`src/rtl/div_sequencer_if.sv`:
```
`default_nettype none
// ============================================================================
// Module   : div_sequencer_if
// Brief    : Request/result and datapath-control bundle for div_sequencer.
// Revision : 1.0 - initial release
// ============================================================================
interface div_sequencer_if #(
    parameter int p_N     = 16,
    parameter int p_CNT_W = 16
);
    logic               i_start;
    logic [p_N-1:0]     i_dividend;
    logic [p_N-1:0]     i_divisor;
    logic               mayor;
    logic [8:0]         o_signal;
    logic               o_ext_sel;
    logic [p_N-1:0]     o_ext_data;
    logic               o_busy;
    logic               o_done;
    logic               o_err;
    logic [p_CNT_W-1:0] o_iter;

    // Sequencer side
    modport slave (
        input  i_start, i_dividend, i_divisor, mayor,
        output o_signal, o_ext_sel, o_ext_data, o_busy, o_done, o_err, o_iter
    );

    // Requester / datapath side
    modport master (
        output i_start, i_dividend, i_divisor, mayor,
        input  o_signal, o_ext_sel, o_ext_data, o_busy, o_done, o_err, o_iter
    );
endinterface
`default_nettype wire

```
`src/rtl/div_sequencer.sv`:
```
`default_nettype none
// ============================================================================
// Module   : div_sequencer
// Brief    : Start/done controller sequencing unsigned division by repeated
//            subtraction on the 4-register / 2-mux / ALU datapath.
// Revision : 1.0 - initial release
// ============================================================================
module div_sequencer #(
    parameter int p_N        = 16,
    parameter int p_MAX_ITER = 65535,
    parameter int p_CNT_W    = 16
) (
    input  logic           clk,
    input  logic           rst,
    div_sequencer_if.slave bus
);

    // ALU operation encodings
    localparam logic [1:0] c_OP_ADD  = 2'b00;
    localparam logic [1:0] c_OP_SUB  = 2'b01;
    localparam logic [1:0] c_OP_ZERO = 2'b11;

    // Register / mux select encodings
    localparam logic [1:0] c_R1 = 2'b00;
    localparam logic [1:0] c_R2 = 2'b01;
    localparam logic [1:0] c_R3 = 2'b10;
    localparam logic [1:0] c_R4 = 2'b11;

    localparam logic [p_CNT_W-1:0] c_MAX_ITER = p_CNT_W'(p_MAX_ITER);
    localparam logic [p_N-1:0]     c_ONE      = p_N'(1);

    typedef enum logic [3:0] {
        S_IDLE   = 4'd0,
        S_LD_A   = 4'd1,
        S_LD_B   = 4'd2,
        S_CLR_Q  = 4'd3,
        S_LD_ONE = 4'd4,
        S_CMP    = 4'd5,
        S_SUB    = 4'd6,
        S_INC    = 4'd7,
        S_DONE   = 4'd8,
        S_ERR    = 4'd9
    } state_t;

    state_t             r_state;
    state_t             w_state_nxt;
    logic [p_N-1:0]     r_dividend;
    logic [p_N-1:0]     r_divisor;
    logic [p_CNT_W-1:0] r_iter;

    logic [1:0]         w_alu_op;
    logic [1:0]         w_sel_a;
    logic [1:0]         w_sel_b;
    logic [1:0]         w_dest;
    logic               w_we;
    logic               w_ext_sel;
    logic [p_N-1:0]     w_ext_data;
    logic               w_busy;
    logic               w_done;
    logic               w_err;
    logic               w_accept;

    assign w_accept = (r_state == S_IDLE) && bus.i_start;

    always_ff @(posedge clk) begin
        if (rst) begin
            r_state    <= S_IDLE;
            r_dividend <= '0;
            r_divisor  <= '0;
            r_iter     <= '0;
        end else begin
            r_state <= w_state_nxt;
            if (w_accept) begin
                r_dividend <= bus.i_dividend;
                r_divisor  <= bus.i_divisor;
                r_iter     <= '0;
            end else if (r_state == S_INC) begin
                r_iter <= r_iter + p_CNT_W'(1);
            end
        end
    end

    // Outputs depend on r_state and captured operands only; mayor and
    // i_start steer the next state but never reach an output directly.
    always_comb begin
        w_state_nxt = r_state;
        w_alu_op    = c_OP_ADD;
        w_sel_a     = c_R1;
        w_sel_b     = c_R1;
        w_dest      = c_R1;
        w_we        = 1'b0;
        w_ext_sel   = 1'b0;
        w_ext_data  = '0;
        w_busy      = 1'b0;
        w_done      = 1'b0;
        w_err       = 1'b0;

        case (r_state)
            S_IDLE: begin
                if (bus.i_start) begin
                    w_state_nxt = (bus.i_divisor == '0) ? S_ERR : S_LD_A;
                end
            end
            S_LD_A: begin
                w_busy      = 1'b1;
                w_ext_sel   = 1'b1;
                w_ext_data  = r_dividend;
                w_dest      = c_R1;
                w_we        = 1'b1;
                w_state_nxt = S_LD_B;
            end
            S_LD_B: begin
                w_busy      = 1'b1;
                w_ext_sel   = 1'b1;
                w_ext_data  = r_divisor;
                w_dest      = c_R2;
                w_we        = 1'b1;
                w_state_nxt = S_CLR_Q;
            end
            S_CLR_Q: begin
                w_busy      = 1'b1;
                w_alu_op    = c_OP_ZERO;
                w_dest      = c_R3;
                w_we        = 1'b1;
                w_state_nxt = S_LD_ONE;
            end
            S_LD_ONE: begin
                w_busy      = 1'b1;
                w_ext_sel   = 1'b1;
                w_ext_data  = c_ONE;
                w_dest      = c_R4;
                w_we        = 1'b1;
                w_state_nxt = S_CMP;
            end
            S_CMP: begin
                // mayor reflects r1 >= r2 for this control word
                w_busy   = 1'b1;
                w_alu_op = c_OP_SUB;
                w_sel_a  = c_R1;
                w_sel_b  = c_R2;
                if (bus.mayor && (r_iter == c_MAX_ITER)) begin
                    w_state_nxt = S_ERR;
                end else if (bus.mayor) begin
                    w_state_nxt = S_SUB;
                end else begin
                    w_state_nxt = S_DONE;
                end
            end
            S_SUB: begin
                w_busy      = 1'b1;
                w_alu_op    = c_OP_SUB;
                w_sel_a     = c_R1;
                w_sel_b     = c_R2;
                w_dest      = c_R1;
                w_we        = 1'b1;
                w_state_nxt = S_INC;
            end
            S_INC: begin
                w_busy      = 1'b1;
                w_alu_op    = c_OP_ADD;
                w_sel_a     = c_R3;
                w_sel_b     = c_R4;
                w_dest      = c_R3;
                w_we        = 1'b1;
                w_state_nxt = S_CMP;
            end
            S_DONE: begin
                w_done      = 1'b1;
                w_state_nxt = S_IDLE;
            end
            S_ERR: begin
                w_done      = 1'b1;
                w_err       = 1'b1;
                w_state_nxt = S_IDLE;
            end
            default: begin
                w_state_nxt = S_IDLE;
            end
        endcase
    end

    assign bus.o_signal   = {w_alu_op, w_sel_a, w_sel_b, w_dest, w_we};
    assign bus.o_ext_sel  = w_ext_sel;
    assign bus.o_ext_data = w_ext_data;
    assign bus.o_busy     = w_busy;
    assign bus.o_done     = w_done;
    assign bus.o_err      = w_err;
    assign bus.o_iter     = r_iter;

endmodule
`default_nettype wire

```
`src/flat_wrapper.sv`:
```
// flat-port wrapper written by rule: the top's interface ports become plain ports
module div_sequencer_flat 
#(
    parameter int p_N        = 16,
    parameter int p_MAX_ITER = 65535,
    parameter int p_CNT_W    = 16
)
  (clk, rst, bus_i_start, bus_i_dividend, bus_i_divisor, bus_mayor, bus_o_signal, bus_o_ext_sel, bus_o_ext_data, bus_o_busy, bus_o_done, bus_o_err, bus_o_iter);
  div_sequencer_if #(.p_N(p_N), .p_CNT_W(p_CNT_W)) bus_i ();
  input  logic clk;
  input  logic rst;
  input wire logic [$bits(bus_i.i_start)-1:0] bus_i_start;
  input wire logic [$bits(bus_i.i_dividend)-1:0] bus_i_dividend;
  input wire logic [$bits(bus_i.i_divisor)-1:0] bus_i_divisor;
  input wire logic [$bits(bus_i.mayor)-1:0] bus_mayor;
  output wire logic [$bits(bus_i.o_signal)-1:0] bus_o_signal;
  output wire logic [$bits(bus_i.o_ext_sel)-1:0] bus_o_ext_sel;
  output wire logic [$bits(bus_i.o_ext_data)-1:0] bus_o_ext_data;
  output wire logic [$bits(bus_i.o_busy)-1:0] bus_o_busy;
  output wire logic [$bits(bus_i.o_done)-1:0] bus_o_done;
  output wire logic [$bits(bus_i.o_err)-1:0] bus_o_err;
  output wire logic [$bits(bus_i.o_iter)-1:0] bus_o_iter;
  assign bus_i.i_start = bus_i_start;
  assign bus_i.i_dividend = bus_i_dividend;
  assign bus_i.i_divisor = bus_i_divisor;
  assign bus_i.mayor = bus_mayor;
  assign bus_o_signal = bus_i.o_signal;
  assign bus_o_ext_sel = bus_i.o_ext_sel;
  assign bus_o_ext_data = bus_i.o_ext_data;
  assign bus_o_busy = bus_i.o_busy;
  assign bus_o_done = bus_i.o_done;
  assign bus_o_err = bus_i.o_err;
  assign bus_o_iter = bus_i.o_iter;
  div_sequencer #(.p_N(p_N), .p_MAX_ITER(p_MAX_ITER), .p_CNT_W(p_CNT_W)) u_core (.clk(clk), .rst(rst), .bus(bus_i));
endmodule
```
`config.mk`:
```
export PLATFORM = sky130hd
export DESIGN_NAME = div_sequencer_flat
export DESIGN_NICKNAME = d
export VERILOG_FILES = /design/src/rtl/div_sequencer_if.sv /design/src/rtl/div_sequencer.sv /design/src/flat_wrapper.sv
export SDC_FILE = /design/constraint.sdc
export NUM_CORES = 1
export LEC_CHECK = 0
export CAP_MARGIN = 20
export CORE_AREA = 2 2 112 60
export DETAILED_ROUTE_END_ITERATION = 10
export DIE_AREA = 0 0 114 62
export GPL_TIMING_DRIVEN = 0
export PLACE_DENSITY_LB_ADDON = 0.2
export SYNTH_ARGS = -nofsm -noshare
export SYNTH_HDL_FRONTEND = slang
export SYNTH_SLANG_ARGS = --single-unit
```
`constraint.sdc`:
```
create_clock -name clk -period 1.9 [get_ports clk]
set_clock_uncertainty 0.05 [all_clocks]
set_input_delay 0.38 -clock clk [delete_from_list [all_inputs] [get_ports clk]]
set_output_delay 0.38 -clock clk [all_outputs]
set_load 0.02 [all_outputs]
```
# --- Word-level counts from Yosys, hierarchy flattened ---
# Cells that the tools add are included.
# Widths: inputs -> output; s select.
word_totals:
  register_bits: 52
  inputBits: 36
  elab_cells: 43
op_classes:
  addsub: 1
  eq_ne: 11
  mux: 15
  n_reduce_logical: 12
op_table:
  columns: ["cell", "n"]
  rows:
  - ["$pmux 16 s3", 1]
  - ["$pmux 4 s7", 1]
  - ["$add 16x1->16 const B", 1]
  - ["$eq 16x16->1 const B", 1]
  - ["$eq 4x3->1 const B", 4]
  - ["$logic_not 16->1", 1]
  - ["$mux 4", 4]
  - ["$reduce_or 2->1", 5]
  - ["$eq 4x2->1 const B", 2]
  - ["$eq 4x4->1 const B", 2]
  - ["$pmux 2 s2", 2]
  - ["$reduce_or 7->1", 1]
  - ["$pmux 2 s3", 1]
  - ["$reduce_or 6->1", 1]
  - ["$mux 1", 5]
  - ["$eq 4x1->1 const B", 1]
  - ["$logic_not 4->1", 1]
  - ["$reduce_or 3->1", 1]
  - ["$logic_and 1x1->1", 2]
  - ["$mux 2", 1]
  - ["$ne 2x2->1 const B", 1]

# --- Logic depth before layout (Yosys ltp) ---
logic_depth:
  word_depth: 4
  depth_mapped: 7
  ltp_nobuf: 5

# --- Worst setup path before layout ---
# OpenSTA, ideal clock, no wires.
synth_timing:
  path_kind: "register to output"
  startpoint: "reg u_core.r_state[3]"
  endpoint: "out bus_o_err"
  arrival_time_ns: 1.587
  required_time_ns: 1.470
  slack_ns: -0.117
  stages_incl_launch_ff: 4
  n_path_buf: 1
  path_cell_list: "dfxtp_1 -> clkbuf_1 -> nor3b_1 -> and2_1"
synth_between:
  elab_chain_cells: 2
synth_rtl:
  columns: ["element", "line_no", "rtl"]
  rows:
  - ["start, declared", "div_sequencer.sv:45", "state_t r_state;"]
  - ["start signal, assigned", "div_sequencer.sv:72", "r_state <= w_state_nxt;"]
  - ["$eq 4x4->1", "div_sequencer.sv:98", "case (r_state)"]
  - ["$mux 1", "div_sequencer.sv:98", null]
  - ["end, declared", "flat_wrapper.sv:21", "output wire logic [$bits(bus_i.o_err)-1:0] bus_o_err;"]
# Every way passes these cells.

# --- Final worst setup path ---
layout_timing:
  startpoint: "reg u_core.r_state[2]"
  endpoint: "out bus_o_ext_data[9]"
layout_between:
  elab_chain_cells: 2
  word_cells_on_any_way: 4
layout_rtl:
  columns: ["element", "line_no", "rtl"]
  rows:
  - ["$eq 4x3->1 (tied with other cells)", "div_sequencer.sv:98", null]
  - ["$pmux 16 s3 *", "div_sequencer.sv:98", null]
  - ["end, declared", "flat_wrapper.sv:18", "output wire logic [$bits(bus_i.o_ext_data)-1:0] bus_o_ext_data;"]
# Mark *: on every way between the ends. The rest lies on a longest branch, timed or not.

==> out/metrics.csv <==
stage,metric,value,unit
outcome,status,"complete, but fails checks",
outcome,failed_checks,setup timing,
timing,tightest_slew,0.546,ns
job,cap_violations,0,
global_routing,overflow,0,
final_layout,multi_input_area,1400,um2
synth,synthAdderAreaFrac,0.00514,
routing,drc,0,
routing,route.vias.total,2577,
floorplan,core_area,6250,um2
clocking,cts_buffers,5,
routing,drtIter0Drc,205,
final_layout,antenna_cells,0,
floorplan,dieWidth,114,um
synth,synthSimpleGateAreaFrac,0.280,
global_routing,top_usage_layer,met1,
synth,syn_area,2430,um2
routing,ant_nets,0,
timing,finalSetupViolations,21,
clocking,clk_latency,0.29,ns
timing,holdWs,0.405,ns
pwr,max-vdd-ir-drop,0.353,mV
global_routing,grt_pass1_vias,2215,
routing,viasPerCell,5.15,
clocking,ctsHoldBuffers,0,
pwr,p_leak,1.52,nW
setup_path,reg2regPathDepth,7,
timing,fmax,488,MHz
synth,yosysWarnings,0,
setup_path,startpoint_type,register,
timing,fin_crit,2.05,ns
timing,setup_tns,-2.18,ns
setup_path,crit_fanout,7,
routing,wl_per_cell,15.2,um
floorplan,rows,21,
floorplan,die_area,7070,um2
synth,yosys.area_share.xor_xnor,0.0324,
setup_path,crit_path_start,u_core.r_state[2],
synth,syn_nets,354,
timing,hold_violations,0,
timing,drv_slew,0,
timing,rsz0062_at_grt,true,
setup_path,cp.arrival,1.62,ns
global_routing,met2_usage,0.272,
synth,seq_area_frac_synth,0.428,
timing,slew_headroom,0.636,
floorplan,die-height,62,um
floorplan,ios,81,
global_routing,grt_usage,0.210,
clocking,cts_root_buffer,clkbuf_16,
synth,synth.area.mux_share,0.00412,
synth,synth_cell_type_count,38,
pwr,power_density,692,nW/um2
floorplan,start_util,0.389,
global_routing,antenna_found_initial,0,
final_layout,regArea,1050,um2
final_layout,drive_above_1_share,0.245,
global_routing,grt_pass1_wl,11.3,mm
clocking,max-clock-path-buffers,2,
min_path,holdPathStages,2,
global_routing,grt_use_met3,0.0504,
synth,synth-compound-area-share,0.192,
global_routing,grt_use_met1,0.336,
synth,ys_seq_elements,52,
synth,synth_top_family_by_area,simple AND/OR/NAND/NOR gates,
place,gp_congestion,0.908,
setup_path,crit_type,register to output port,
synth,ys.flop_type,dfxtp_1,
clocking,cts_sinks,52,
synth,netlist_instances,317,
min_path,worstHoldPathType,input port to register,
place,io_buffer_count,78,
min_path,min_from,rst,
clocking,cts_tree,yes,
routing,dr.pass1.iters,4,
setup_path,worstPathRequired,1.47,ns
routing,routed_wl,7.61,mm
synth,synth_edf_count,0,
final_layout,n_fill_cell,565,
final_layout,fin_nets,457,
synth,avgSynthCellArea,7.67,um2
synth,synthArstFlopShare,0,
place,pre_cts_slack,-0.805,ns
setup_path,cp-end-kind,output port,
setup_path,r2r_start,u_core.r_state[1],
final_layout,syn2layout_area_growth,61.3,%
timing,fin_ws,-0.149,ns
place,dp_hpwl,5.42,mm
timing,period_share,1.08,
clocking,cts-htree-levels,2,
global_routing,grt_max_degree,16,
clocking,clkTransAtPathRegs,0.06,ns
cell type report:
type,count,share of cell area
Sequential cell,52,0.268
Timing Repair Buffer,99,0.256
Inverter,6,0.00574
Multi-Input combinational cell,233,0.358
Clock inverter,1,0.00223
Tap cell,80,0.0255
Clock buffer,6,0.0354
Buffer,23,0.0498
worst paths after layout:
kind / end / slack [ns]
setup reg to reg: u_core.bus.o_iter[11] / 0.04
hold reg to reg: u_core.r_divisor[10] / 0.41
setup / recovery: bus_o_ext_data[9] / -0.15
hold / removal: u_core.r_dividend[12] / 0.40
power by group:
part	switching [mW]	leakage (nW)	internal [mW]	total (mW)
clock	0.395	0.0729	0.520	0.914
combinational	0.306	1.02	0.306	0.612
sequential	0.0420	0.426	1.15	1.19
through the flow:
stage / cells / power [mW] / util / cell area (um2)
after floorplan: 317 / 1.47 / - / 2450
after global placement: 475 / 1.67 / 0.533 / 3330
after detailed placement: 475 / 1.69 / 0.533 / 3330
after CTS: 487 / 2.64 / 0.579 / 3620
after global routing: 500 / 2.83 / 0.627 / 3920
final: 500 / 2.71 / 0.627 / 3920
cells by family (layout without fill, tap and decap cells):
group                      count (synthesis)  count (layout)
muxes                                      1               1
other                                      1               1
DFF                                       52              52
xor gates and xnor gates                   9               9
and+or+nand+nor                          145             145
AOI/OAI and AO/OA                         76              76
buffers and inverters                     32             135
adders and majority gates                  1               1
per-layer routing:
metal	share of wire	vias to the layer above	wire length (um)
met3	0.069	7	522
met2	0.39	60	2960
met5	0	-	0
met4	0.0080	0	61
met1	0.53	1213	4060
li1	-	1297	-
sequential cells by signal, summed over array words and instances (netlist names):
signal,count
u_core.bus.o_iter,16
u_core.r_divisor,16
u_core.r_state,4
u_core.r_dividend,16
cell usage in the layout, fill, tap and decap left out, types with 6 or more instances in the layout:
master	synthesis	final
dfxtp_1	52	48
a21oi_1	45	43
nor2_1	18	17
nor4_1	9	8
buf_6	0	25
xnor2_1	6	6
buf_4	3	25
clkbuf_16	0	7
clkdlybuf4s50_1	0	50
nand2_1	80	79
a22o_1	15	15
critical path: stages (launching register included):
cell	delay, ns
dfxtp_2	0.37
buf_4	0.17
nor3_4	0.31
clkbuf_16	0.21
a22o_1	0.15
buf_6	0.12
synthesized netlist by cell type, types with 2 or more instances:
cell,count,area [um2]
nand2b_1,4,25.0
o31ai_1,2,15.0
nor3_1,6,30.0
dfxtp_1,52,1040
buf_1,4,15.0
a31oi_1,3,18.8
xnor2_1,6,52.6
a22o_1,15,131
or4_1,2,15.0
nor2_1,18,67.6
buf_4,3,22.5
and2_1,2,12.5
a21o_1,2,15.0
a21oi_1,45,225
nor4_1,9,56.3
buf_2,5,25.0
nor3b_1,3,22.5
xor2_1,3,26.3
inv_1,6,22.5
nand2_1,80,300
or3_1,5,31.3
nand3_1,5,25.0
nand4_1,5,31.3
clkbuf_1,14,52.6
o21ai_0,5,25.0
timing repair:
item / CTS / global route
gates cloned: 1 / 2
pin swaps: 4 / 27
buffers inserted: 5 / 13
endpoints found under the setup margin: 70 / 70
resized for setup: 172 / 62
endpoints found under the hold margin: 0 / 0
No activity file was read; power rests on OpenSTA's default activity.
